**src/rtl/dig_clk_enable_gen.sv**
```systemverilog
// dig_clk_enable_gen
//   Fractional clock-enable generator running on the DCM CLKFX clock. After a
//   fixed settle interval (DCM LOCKED is not available here) a phase
//   accumulator produces single-cycle tick enables at an average rate of
//   inc_act / 2^ACC_BITS per clock, plus a square wave sq that toggles on
//   every tick. New increments are handshaked and only take effect at an
//   accumulator wrap, so tick spacing never glitches.
//
// Ports
//   C      in   clock (DCM CLKFX output)
//   clr    in   synchronous active-high reset, highest priority
//   en     in   accumulate enable (only meaningful once running)
//   inc    in   [ACC_BITS] new increment, sampled when ld=1
//   ld     in   load request for inc
//   ready  out  settle interval elapsed, generator running
//   tick   out  one-cycle enable on accumulator carry
//   sq     out  toggles on every tick
//   ack    out  one-cycle pulse when a requested increment becomes active
//   phase  out  [ACC_BITS] registered accumulator value, only present when
//               DIG_CLK_ENABLE_GEN_PHASE_OUT_EN is defined
//
// State table
//   state     | meaning
//   S_SETTLE  | counting the settle interval; ld updates the increment at once
//   S_RUN     | accumulating; ld is queued and applied at the next wrap

module dig_clk_enable_gen #(
  parameter int unsigned         ACC_BITS      = 16,
  parameter logic [ACC_BITS-1:0] INC           = 16'h4000,
  parameter int unsigned         SETTLE_CYCLES = 1024
) (
  input  logic                C,
  input  logic                clr,
  input  logic                en,
  input  logic [ACC_BITS-1:0] inc,
  input  logic                ld,
  output logic                ready,
  output logic                tick,
  output logic                sq,
  output logic                ack
`ifdef DIG_CLK_ENABLE_GEN_PHASE_OUT_EN
  ,
  output logic [ACC_BITS-1:0] phase
`endif
);

  typedef enum logic {
    S_SETTLE = 1'b0,
    S_RUN    = 1'b1
  } state_t;

  // The settle counter compares against the last count value so that ready
  // rises on the SETTLE_CYCLES-th edge; a zero interval leaves on edge one.
  localparam logic [19:0] SETTLE_LAST =
    (SETTLE_CYCLES == 0) ? 20'd0 : 20'(SETTLE_CYCLES - 1);

  state_t              state_q, state_d;
  logic [19:0]         settle_cnt_q, settle_cnt_d;
  logic [ACC_BITS-1:0] acc_q, acc_d;
  logic [ACC_BITS-1:0] inc_act_q, inc_act_d;
  logic [ACC_BITS-1:0] pend_q, pend_d;
  logic                pend_vld_q, pend_vld_d;
  logic                ready_q, ready_d;
  logic                tick_q, tick_d;
  logic                sq_q, sq_d;
  logic                ack_q, ack_d;

  logic [ACC_BITS:0]   sum;
  logic                carry;
  logic                inc_zero;

  assign sum      = {1'b0, acc_q} + {1'b0, inc_act_q};
  assign carry    = sum[ACC_BITS];
  assign inc_zero = (inc_act_q == '0);

  always_ff @(posedge C) begin
    if (clr) begin
      state_q      <= S_SETTLE;
      settle_cnt_q <= '0;
      acc_q        <= '0;
      inc_act_q    <= INC;
      pend_q       <= '0;
      pend_vld_q   <= 1'b0;
      ready_q      <= 1'b0;
      tick_q       <= 1'b0;
      sq_q         <= 1'b0;
      ack_q        <= 1'b0;
    end else begin
      state_q      <= state_d;
      settle_cnt_q <= settle_cnt_d;
      acc_q        <= acc_d;
      inc_act_q    <= inc_act_d;
      pend_q       <= pend_d;
      pend_vld_q   <= pend_vld_d;
      ready_q      <= ready_d;
      tick_q       <= tick_d;
      sq_q         <= sq_d;
      ack_q        <= ack_d;
    end
  end

  always_comb begin
    state_d      = state_q;
    settle_cnt_d = settle_cnt_q;
    acc_d        = acc_q;
    inc_act_d    = inc_act_q;
    pend_d       = pend_q;
    pend_vld_d   = pend_vld_q;
    ready_d      = ready_q;
    tick_d       = 1'b0;
    sq_d         = sq_q;
    ack_d        = 1'b0;

    if (state_q == S_SETTLE) begin
      settle_cnt_d = settle_cnt_q + 20'd1;
      // Nothing is being generated yet, so the new rate can take over at once.
      if (ld) begin
        inc_act_d = inc;
        ack_d     = 1'b1;
      end
      if (settle_cnt_q == SETTLE_LAST) begin
        state_d = S_RUN;
        ready_d = 1'b1;
      end
    end else begin
      ready_d = 1'b1;
      if (en) begin
        acc_d  = sum[ACC_BITS-1:0];
        tick_d = carry;
        sq_d   = sq_q ^ carry;
        if (ld && carry) begin
          // Fresh request on a wrap edge supersedes anything still queued.
          inc_act_d  = inc;
          pend_vld_d = 1'b0;
          ack_d      = 1'b1;
        end else if (ld) begin
          pend_d     = inc;
          pend_vld_d = 1'b1;
        end else if (pend_vld_q && (carry || inc_zero)) begin
          // A zero increment never wraps, so apply on the next enabled edge.
          inc_act_d  = pend_q;
          pend_vld_d = 1'b0;
          ack_d      = 1'b1;
        end
      end else if (ld) begin
        pend_d     = inc;
        pend_vld_d = 1'b1;
      end
    end
  end

  assign ready = ready_q;
  assign tick  = tick_q;
  assign sq    = sq_q;
  assign ack   = ack_q;

`ifdef DIG_CLK_ENABLE_GEN_PHASE_OUT_EN
  assign phase = acc_q;
`endif

endmodule
```
**config.mk**
```make
export PLATFORM = sky130hd
export DESIGN_NAME = dig_clk_enable_gen
export DESIGN_NICKNAME = d
export VERILOG_FILES = /design/src/rtl/dig_clk_enable_gen.sv
export SDC_FILE = /design/constraint.sdc
export NUM_CORES = 1
export LEC_CHECK = 0
export BUFFER_PORTS_ARGS = -buffer_cell sky130_fd_sc_hd__buf_2
export CELL_PAD_IN_SITES_DETAIL_PLACEMENT = 0
export CELL_PAD_IN_SITES_GLOBAL_PLACEMENT = 1
export CORE_MARGIN = 5
export CORE_UTILIZATION = 46
export CTS_CLUSTER_DIAMETER = 60
export DETAILED_ROUTE_END_ITERATION = 8
export PLACE_DENSITY_LB_ADDON = 0.1
export SKIP_LAST_GASP = 1
export SLEW_MARGIN = 30
export SYNTH_ARGS = -nofsm -noshare
export SYNTH_HDL_FRONTEND = slang
export SYNTH_SLANG_ARGS = --single-unit
```
**constraint.sdc**
```tcl
create_clock -name C -period 3.82 [get_ports C]
set_input_delay 0.382 -clock C [delete_from_list [all_inputs] [get_ports C]]
set_output_delay 0.382 -clock C [all_outputs]
set_load 0.03 [all_outputs]
```
# Yosys cells after proc, flatten, opt, wreduce, memory -nomap -nowiden
# Index checks and enable logic that the tools add are counted.
# op_classes
addsub	2
eq_ne	4
n_mux	24
bitwise	3
reduce_logical	13
# ops
cell	n
$mux W16	9
$add A20 B1 Y20 const B	1
$eq A20 B10 Y1 const B	1
$add A16 B16 Y17	1
$logic_not A16 Y1	1
$mux W1	15
$reduce_bool A2 Y1	3
$ne A2 B2 Y1 const B	2
$reduce_and A2 Y1	2
$reduce_and A4 Y1	1
$ne A3 B2 Y1 const B	1
$reduce_and A3 Y1	1
$reduce_bool A3 Y1	1
$reduce_or A3 Y1	1
$logic_and A1 B1 Y1	2
$not A1 Y1	2
$logic_or A1 B1 Y1	1
$xor A1 B1 Y1	1
# word_totals
register_bits	74
input_bits	20
output_inout_bits	4
wordCells	56

# Logic depth before layout (Yosys ltp)
# Gate-level depths: netlist (run 1).
# depth
depth_word	8
ltp_mapped	10
ltp_nobuf	9

# Worst setup path after synthesis (run 1)
# Ideal clock, no wire load.
# synth_timing
path_kind	register to register
start	reg acc_q[0]
end	reg inc_act_q[12]
setup_ps	132
arrival_ps	2521
t_required_ps	3688
slack_ps	1167
stages_incl_launch_ff	11
n_path_buf	1
synth_period_minus_slack_ps	2653
path_cell_list	dfxtp_1 -> ha_1 -> fa_1 -> a211oi_1 -> o21ai_1 -> o21ai_1 -> nand2_1 -> a222oi_1 -> buf_2 -> nor2b_1 -> nor3_2
# synth_via
elab_chain_len	5
word_cells_on_any_way	10
cone_classes	1 x add/sub; 1 x eq/ne; 3 x mux; 5 x reduce/logical
# synth_rtl
item	line_no	text
start, declared	59	logic [ACC_BITS-1:0] acc_q, acc_d;
start signal, assigned	80	acc_q <= '0;
start signal, assigned	91	acc_q <= acc_d;
$add A16 B16 Y17 (*)	72	assign sum = {1'b0, acc_q} + {1'b0, inc_act_q};
$logic_or A1 B1 Y1 or $logic_and A1 B1 Y1 (tied branches)	139, 131	
$logic_and A1 B1 Y1 or $mux W16 (tied branches)	139, 131	
$reduce_bool A3 Y1 (no line) or $mux W16 (tied branches)	-	
$reduce_and A4 Y1 (no line) or $mux W16 (tied branches)	-	
end signal, assigned	92	inc_act_q <= inc_act_d;
end, declared	60	logic [ACC_BITS-1:0] inc_act_q, inc_act_d;
# Every way passes the cells marked *; elsewhere a longest branch is shown, timed or not. The select of a mux whose other input is x is not followed.
# A chain may end at the register's enable or synchronous reset.

# Worst setup path after layout (run 1)
# layout_timing
start	reg inc_act_q[0]
end	reg inc_act_q[6]
# layout_via
elab_chain_len	5
word_cells_on_any_way	11
cone_classes	1 x add/sub; 1 x eq/ne; 3 x mux; 6 x reduce/logical
# layout_rtl
item	line_no
$add A16 B16 Y17 or $logic_not A16 Y1 (tied branches)	72, 74
$logic_or A1 B1 Y1 or $logic_and A1 B1 Y1 (tied branches)	139, 131
$logic_and A1 B1 Y1 or $mux W16 (tied branches)	139, 131
$reduce_bool A3 Y1 (no line) or $mux W16 (tied branches)	-
$reduce_and A4 Y1 (no line) or $mux W16 (tied branches)	-
# Parallel ways exist; a longest one is shown, timed or not. The select of a mux whose other input is x is not followed.

==> flow_metrics.py, run 1 <==
metrics = {
    "clock_network": {
        "clockRootBuffer": "clkbuf_8",
        "htreeDepth": 3,
        "clkSinkCount": 74,
        "cts.path.max_buffers": 2,
        "clk-insertion-delay-late_ns": 0.36,
        "postCtsSetupBuffers": 0,
        "clk_pin_slew_worst_paths_ns": 0.08,
        "cts-hold-fix-buffers": 0,
        "cts_tree": "yes",
        "numCtsBuffers": 9,
        "cts_resized": 0,
    },
    "power_and_ir_drop": {
        "internal-power_mw": 1.17,
        "power_mw": 1.57,
        "leakagePower_nw": 1.59,
        "p_seq_frac": 0.512,
        "p_comb_frac": 0.068,
        "pwr-share-clk": 0.419,
        "sw_frac_of_total": 0.253,
        "p_per_area_nw_per_um2": 362,
        "power.switching_mw": 0.397,
        "irDropWorstVdd_uv": 175,
    },
    "yosys": {
        "ys_ff_latch": 74,
        "synth_xor_area_frac": 0.0647,
        "synth_top_family_by_area": "simple AND/OR/NAND/NOR gates",
        "synth-main-ff-cell": "dfxtp_1",
        "synth_edf_count": 0,
        "syn_inst": 477,
        "ys_seq_area_frac": 0.377,
        "synth.cell_area_um2": 3930,
        "synthSimpleGateAreaFrac": 0.254,
        "synth_fa_ha_area_frac": 0.0593,
        "async_reset_ff_frac": 0,
        "synth_compound_area_frac": 0.165,
        "syn_avg_cell_area_um2": 8.23,
        "synthMuxAreaShare": 0.0459,
        "ys_types": 46,
        "yosysWarningCount": 0,
        "syn-num-nets": 515,
    },
    "sta": {
        "relSlewSlack": 0.400,
        "rsz0062_at_grt": "no",
        "slew_violations": 0,
        "min_period_over_period": 0.843,
        "setup_violations": 0,
        "fmax_mhz": 310,
        "setup_tns_ns": 0,
        "worst_pin_slew_ns": 0.901,
        "whs_ns": 0.283,
        "final.setup_skew_ns": 0.0170,
        "hold_violations": 0,
        "fin_crit_ns": 3.22,
    },
    "route": {
        "num_vias": 3291,
        "drt_iter0_drc": 137,
        "vias_per_cell": 5.49,
        "wirelength_um": 9000,
        "detail-route-antenna-nets": 0,
        "drt_first_pass_iters": 4,
        "route.detailed.drc": 0,
        "avgRoutedWirePerCell_um": 15.0,
    },
    "critical_path": {
        "reg2regPathDepth": 10,
        "worstSetupStartpointType": "flip-flop",
        "worstPathMaxFanout": 24,
        "crit_type": "flip-flop to flip-flop",
        "crit_required_ns": 4.02,
        "worstPathArrival_ns": 3.42,
        "end_kind": "flip-flop",
    },
    "floorplanning": {
        "die_h_um": 102,
        "initial_utilization": 0.476,
        "die_w_um": 102,
        "dieArea_um2": 10500,
        "num_rows": 33,
        "core_area_um2": 8260,
        "pin_count": 24,
    },
    "placed_design": {
        "place_congestion": 0.812,
        "port_buffers": 23,
        "dp.cells": 584,
        "hpwl_um": 6250,
    },
    "layout": {
        "mostFrequentLayoutCells": "74 x dfxtp_1, 58 x nor2_1, 50 x nand2_1",
        "area_growth_pct": 10.1,
        "finalNonFillerCells": 600,
        "final_common_cell": "dfxtp_1",
        "drive_gt1_frac": 0.117,
        "nets": 528,
        "antennaDiodeCount": 0,
    },
    "worst_hold_path": {
        "hold_path.class": "primary input to flip-flop",
        "whs_path_depth": 3,
    },
    "outcome": {
        "status": "completed",
    },
    "global_routing": {
        "grt_max_degree": 43,
        "grt_pass1_wl_um": 15200,
        "grt_usage": 0.186,
        "grt_pass1_vias": 3091,
        "antenna_found_initial": 0,
        "grt_overflow": 0,
    },
    "flow_run": {
        "drv_cap": 0,
    },
}
==> stage by stage <==
step	util	setup WS [ns]	instance area, um2
6_report	0.524	0.599	4330
3_3_place_gp	0.498	0.788	4110
4_1_cts	0.524	0.614	4330
5_1_grt	0.524	0.276	4330
3_5_place_dp	0.498	0.666	4110
2_1_floorplan	-	1.17	3930
==> kinds of logic after synthesis <==
kind of cell | Yosys count
AND/OR/NAND/NOR | 202
multiplexers | 18
XOR/XNOR | 29
flip-flops | 74
adder cells (fa/ha/maj) | 18
buffers and inverters | 33
AO/OA/AOI/OAI | 103
==> Yosys cell counts (all sizes together) (3+ instances only) <==
cell type / count / area, um2
a21oi: 30 / 154
nand4: 8 / 50.1
clkbuf: 21 / 78.8
nand3: 25 / 125
or3: 3 / 18.8
and2: 4 / 25.0
inv: 5 / 18.8
nor4: 4 / 25.0
nor3: 17 / 125
ha: 17 / 213
xor2: 17 / 149
buf: 7 / 35.0
nor2b: 23 / 144
nor2: 58 / 218
o21ai: 26 / 130
mux2i: 18 / 180
o21a: 4 / 30.0
nand2: 50 / 188
xnor2: 12 / 105
a211oi: 24 / 180
a21o: 5 / 37.5
dfxtp: 74 / 1480
==> per-layer routing <==
layer | wire length [um] | up-vias | global-route usage
met4 | 119 | 0 | 0.0636
met1 | 4880 | 1534 | 0.272
met2 | 3740 | 46 | 0.272
met3 | 253 | 9 | 0.0355
li1 | - | 1702 | -
met5 | 0 | - | 0
==> critical path, cell delays in order (launching register included) <==
cell,delay (ns)
dfxtp_1,0.33
ha_1,0.22
fa_1,0.43
a211oi_1,0.24
o21ai_1,0.17
o21ai_1,0.23
nand2_1,0.41
a222oi_1,0.47
buf_4,0.32
nor2b_1,0.20
nor3_2,0.06
==> power groups by stage <==
stage	registers [mW]	clock network [mW]	logic [mW]
2_1_floorplan	0.815	0	0.0771
3_3_place_gp	0.820	0	0.106
3_5_place_dp	0.821	0	0.108
4_1_cts	0.803	0.672	0.108
5_1_grt	0.805	0.707	0.121
6_report	0.803	0.657	0.107
==> sequential cells by signal, summed over array words and instances, names as in the netlist <==
signal	cells
inc_act_q	16
state_q	1
sq	1
pend_vld_q	1
pend_q	16
settle_cnt_q	20
tick	1
ack	1
ready	1
acc_q	16
==> worst paths after layout <==
check	to	slack, ns	from
max	inc_act_q[6]$_SDFFE_PP0P_	0.60	inc_act_q[0]$_SDFFE_PP0P_
min	pend_q[1]$_SDFFE_PP0P_	0.28	inc[1]
max reg2reg	inc_act_q[6]$_SDFFE_PP0P_	0.60	inc_act_q[0]$_SDFFE_PP0P_
min reg2reg	ready$_SDFFE_PP0P_	0.45	ready$_SDFFE_PP0P_
==> layout make-up <==
cell class / instances / area, um2
Tap cell: 105 / 131
Clock buffer: 11 / 151
Timing Repair Buffer: 30 / 168
Inverter: 5 / 18.8
Multi-Input combinational cell: 370 / 2310
Fill cell: 805 / 3930
Sequential cell: 74 / 1480
Clock inverter: 5 / 61.3
(Power assumes the default switching activity.)
==> inputs of run 2 (changes only) <==
--- a/config.mk
+++ b/config.mk
@@ -9,7 +9,7 @@
 export CELL_PAD_IN_SITES_DETAIL_PLACEMENT = 0
 export CELL_PAD_IN_SITES_GLOBAL_PLACEMENT = 1
 export CORE_MARGIN = 5
-export CORE_UTILIZATION = 46
+export CORE_UTILIZATION = 41
 export CTS_CLUSTER_DIAMETER = 60
 export DETAILED_ROUTE_END_ITERATION = 8
 export PLACE_DENSITY_LB_ADDON = 0.1
==> constraint.sdc (replaced) <==
create_clock -name C -period 2.68 [get_ports C]
set_input_delay 0.268 -clock C [delete_from_list [all_inputs] [get_ports C]]
set_output_delay 0.268 -clock C [all_outputs]
set_load 0.03 [all_outputs]
==> run 2 against run 1 <==
Compared with the run above: combinational power is 81% higher; cell count is 6.2% higher; core utilization is 2.0 points lower; critical endpoint is now inc_act_q[0]$_SDFFE_PP0P_.
==> flow_metrics.py, run 2 (synthesis gave the netlist of run 1 again) <==
metrics = {
    "clock_network": {
        "numCtsBuffers": 9,
        "cts.path.max_buffers": 2,
        "cts-hold-fix-buffers": 0,
        "cts_tree": "yes",
        "clk-insertion-delay-late_ns": 0.35,
        "clk_pin_slew_worst_paths_ns": 0.09,
        "clockRootBuffer": "clkbuf_8",
        "clkSinkCount": 74,
        "htreeDepth": 3,
    },
    "floorplanning": {
        "core_area_um2": 9280,
        "num_rows": 35,
        "die_w_um": 108,
        "die_h_um": 108,
        "dieArea_um2": 11600,
        "pin_count": 24,
        "initial_utilization": 0.423,
    },
    "sta": {
        "setup_tns_ns": 0,
        "relSlewSlack": 0.517,
        "rsz0062_at_grt": "yes",
        "min_period_over_period": 0.970,
        "whs_ns": 0.164,
        "setup_violations": 0,
        "hold_violations": 0,
        "setup_slack_ns": 0.0807,
        "fin_crit_ns": 2.60,
        "fmax_mhz": 385,
        "final.setup_skew_ns": 0.0146,
        "slew_violations": 0,
        "worst_pin_slew_ns": 0.725,
    },
    "layout": {
        "largest_register_ffs": 20,
        "fin_util": 0.504,
        "drive_gt1_frac": 0.193,
        "nets": 542,
        "mostFrequentLayoutCells": "72 x dfxtp_1, 58 x nor2_1, 50 x nand2_1",
        "area_growth_pct": 19.1,
        "final_common_cell": "dfxtp_1",
        "antennaDiodeCount": 0,
        "fin_area_um2": 4680,
        "fillers": 938,
        "finalNonFillerCells": 637,
        "largest_register": "settle_cnt_q",
    },
    "power_and_ir_drop": {
        "power_mw": 2.35,
        "irDropWorstVdd_uv": 320,
        "leakagePower_nw": 1.76,
        "p_per_area_nw_per_um2": 502,
    },
    "critical_path": {
        "critPathTopFamily": "compound AO/OA/AOI/OAI gates",
        "critical_path_buf_inv_count": 2,
        "max_stage_delay_ns": 0.37,
        "crit_type": "flip-flop to flip-flop",
        "r2r_slack_ns": 0.08,
        "crit_required_ns": 2.95,
        "worstPathMaxFanout": 8,
        "worstPathArrival_ns": 2.87,
        "worstSetupStartpointType": "flip-flop",
        "cp_cell_sequence": "ha_4 > fa_2 > a211oi_2 > o21ai_2 > o21ai_2 > nand4_1 > a222oi_1 > buf_4 > clkbuf_16 > a211oi_2 > nor3_1",
        "end_kind": "flip-flop",
        "critPathSlowestCell": "fa_2",
    },
    "global_routing": {
        "grt_usage": 0.173,
        "grt_overflow": 0,
        "grt_pass1_vias": 3242,
        "antenna_found_initial": 0,
        "grt_pass1_wl_um": 16200,
        "grt_max_degree": 55,
    },
    "route": {
        "route.detailed.drc": 0,
        "wirelength_um": 9740,
        "num_vias": 3390,
        "drt_iter0_drc": 179,
        "drt_first_pass_iters": 6,
        "vias_per_cell": 5.32,
        "detail-route-antenna-nets": 0,
        "avgRoutedWirePerCell_um": 15.3,
    },
    "worst_hold_path": {
        "hold_path.class": "primary input to flip-flop",
    },
    "placed_design": {
        "hpwl_um": 6490,
        "place_area_um2": 4230,
        "place_congestion": 0.810,
        "dp.cells": 616,
        "preCtsSetupSlack_ns": -0.0244,
        "port_buffers": 23,
    },
    "flow_run": {
        "drv_cap": 0,
    },
    "outcome": {
        "status": "completed",
    },
}
[run 2: cell count changes in the layout (fill, tap and decap cells not counted), moves of 3 or more]
cell	change
nor2b_1	-14
a211oi_2	+3
buf_4	+8
a211oi_1	-3
buf_12	+3
nor2b_2	+8
nor2b_4	+6
clkinvlp_4	-3
[run 2: worst register-to-register path: cells and delay by family (launching register included)]
kind / cells / cell delay [ns]
AO/OA/AOI/OAI: 5 / 0.86
adder cells (fa/ha/maj): 2 / 0.54
buffers and inverters: 2 / 0.42
flip-flops: 1 / 0.36
AND/OR/NAND/NOR: 2 / 0.33
[run 2: area by class of cell]
class	count	area [um2]	area share
Clock buffer	10	138	0.0294
Timing Repair Buffer	44	353	0.0755
Sequential cell	74	1490	0.318
Tap cell	129	161	0.0345
Clock inverter	5	86.3	0.0185
Inverter	5	18.8	0.00401
Multi-Input combinational cell	370	2430	0.520
[run 2: report_power, final]
part,switching (mW),internal (mW)
Combinational,0.0993,0.0942
Sequential,0.0271,1.12
Clock,0.452,0.553
[run 2: path summary, 6_finish.rpt]
kind,startpoint,to,cells after the start
min reg2reg,ready$_SDFFE_PP0P_,ready$_SDFFE_PP0P_,2
max,inc_act_q[0]$_SDFFE_PP0P_,inc_act_q[0]$_SDFFE_PP0P_,11
min,inc[12],pend_q[12]$_SDFFE_PP0P_,3
max reg2reg,inc_act_q[0]$_SDFFE_PP0P_,inc_act_q[0]$_SDFFE_PP0P_,11
[run 2: what timing repair did]
action                                 CTS  global route
pin swaps                                2            10
buffers inserted                         1             2
setup endpoints to repair                9            23
endpoints found under the hold margin    0             0
gates resized for setup                  7            35
cloned                                   1             2
[run 2: metal layers]
metal / global-route usage / routed length (um) / share of wire / vias up
met5: 0 / 0 / 0 / -
met4: 0.0460 / 84 / 0.0086 / 0
met3: 0.0396 / 281 / 0.029 / 7
met2: 0.258 / 4180 / 0.43 / 44
met1: 0.251 / 5200 / 0.53 / 1594
li1: - / - / - / 1745
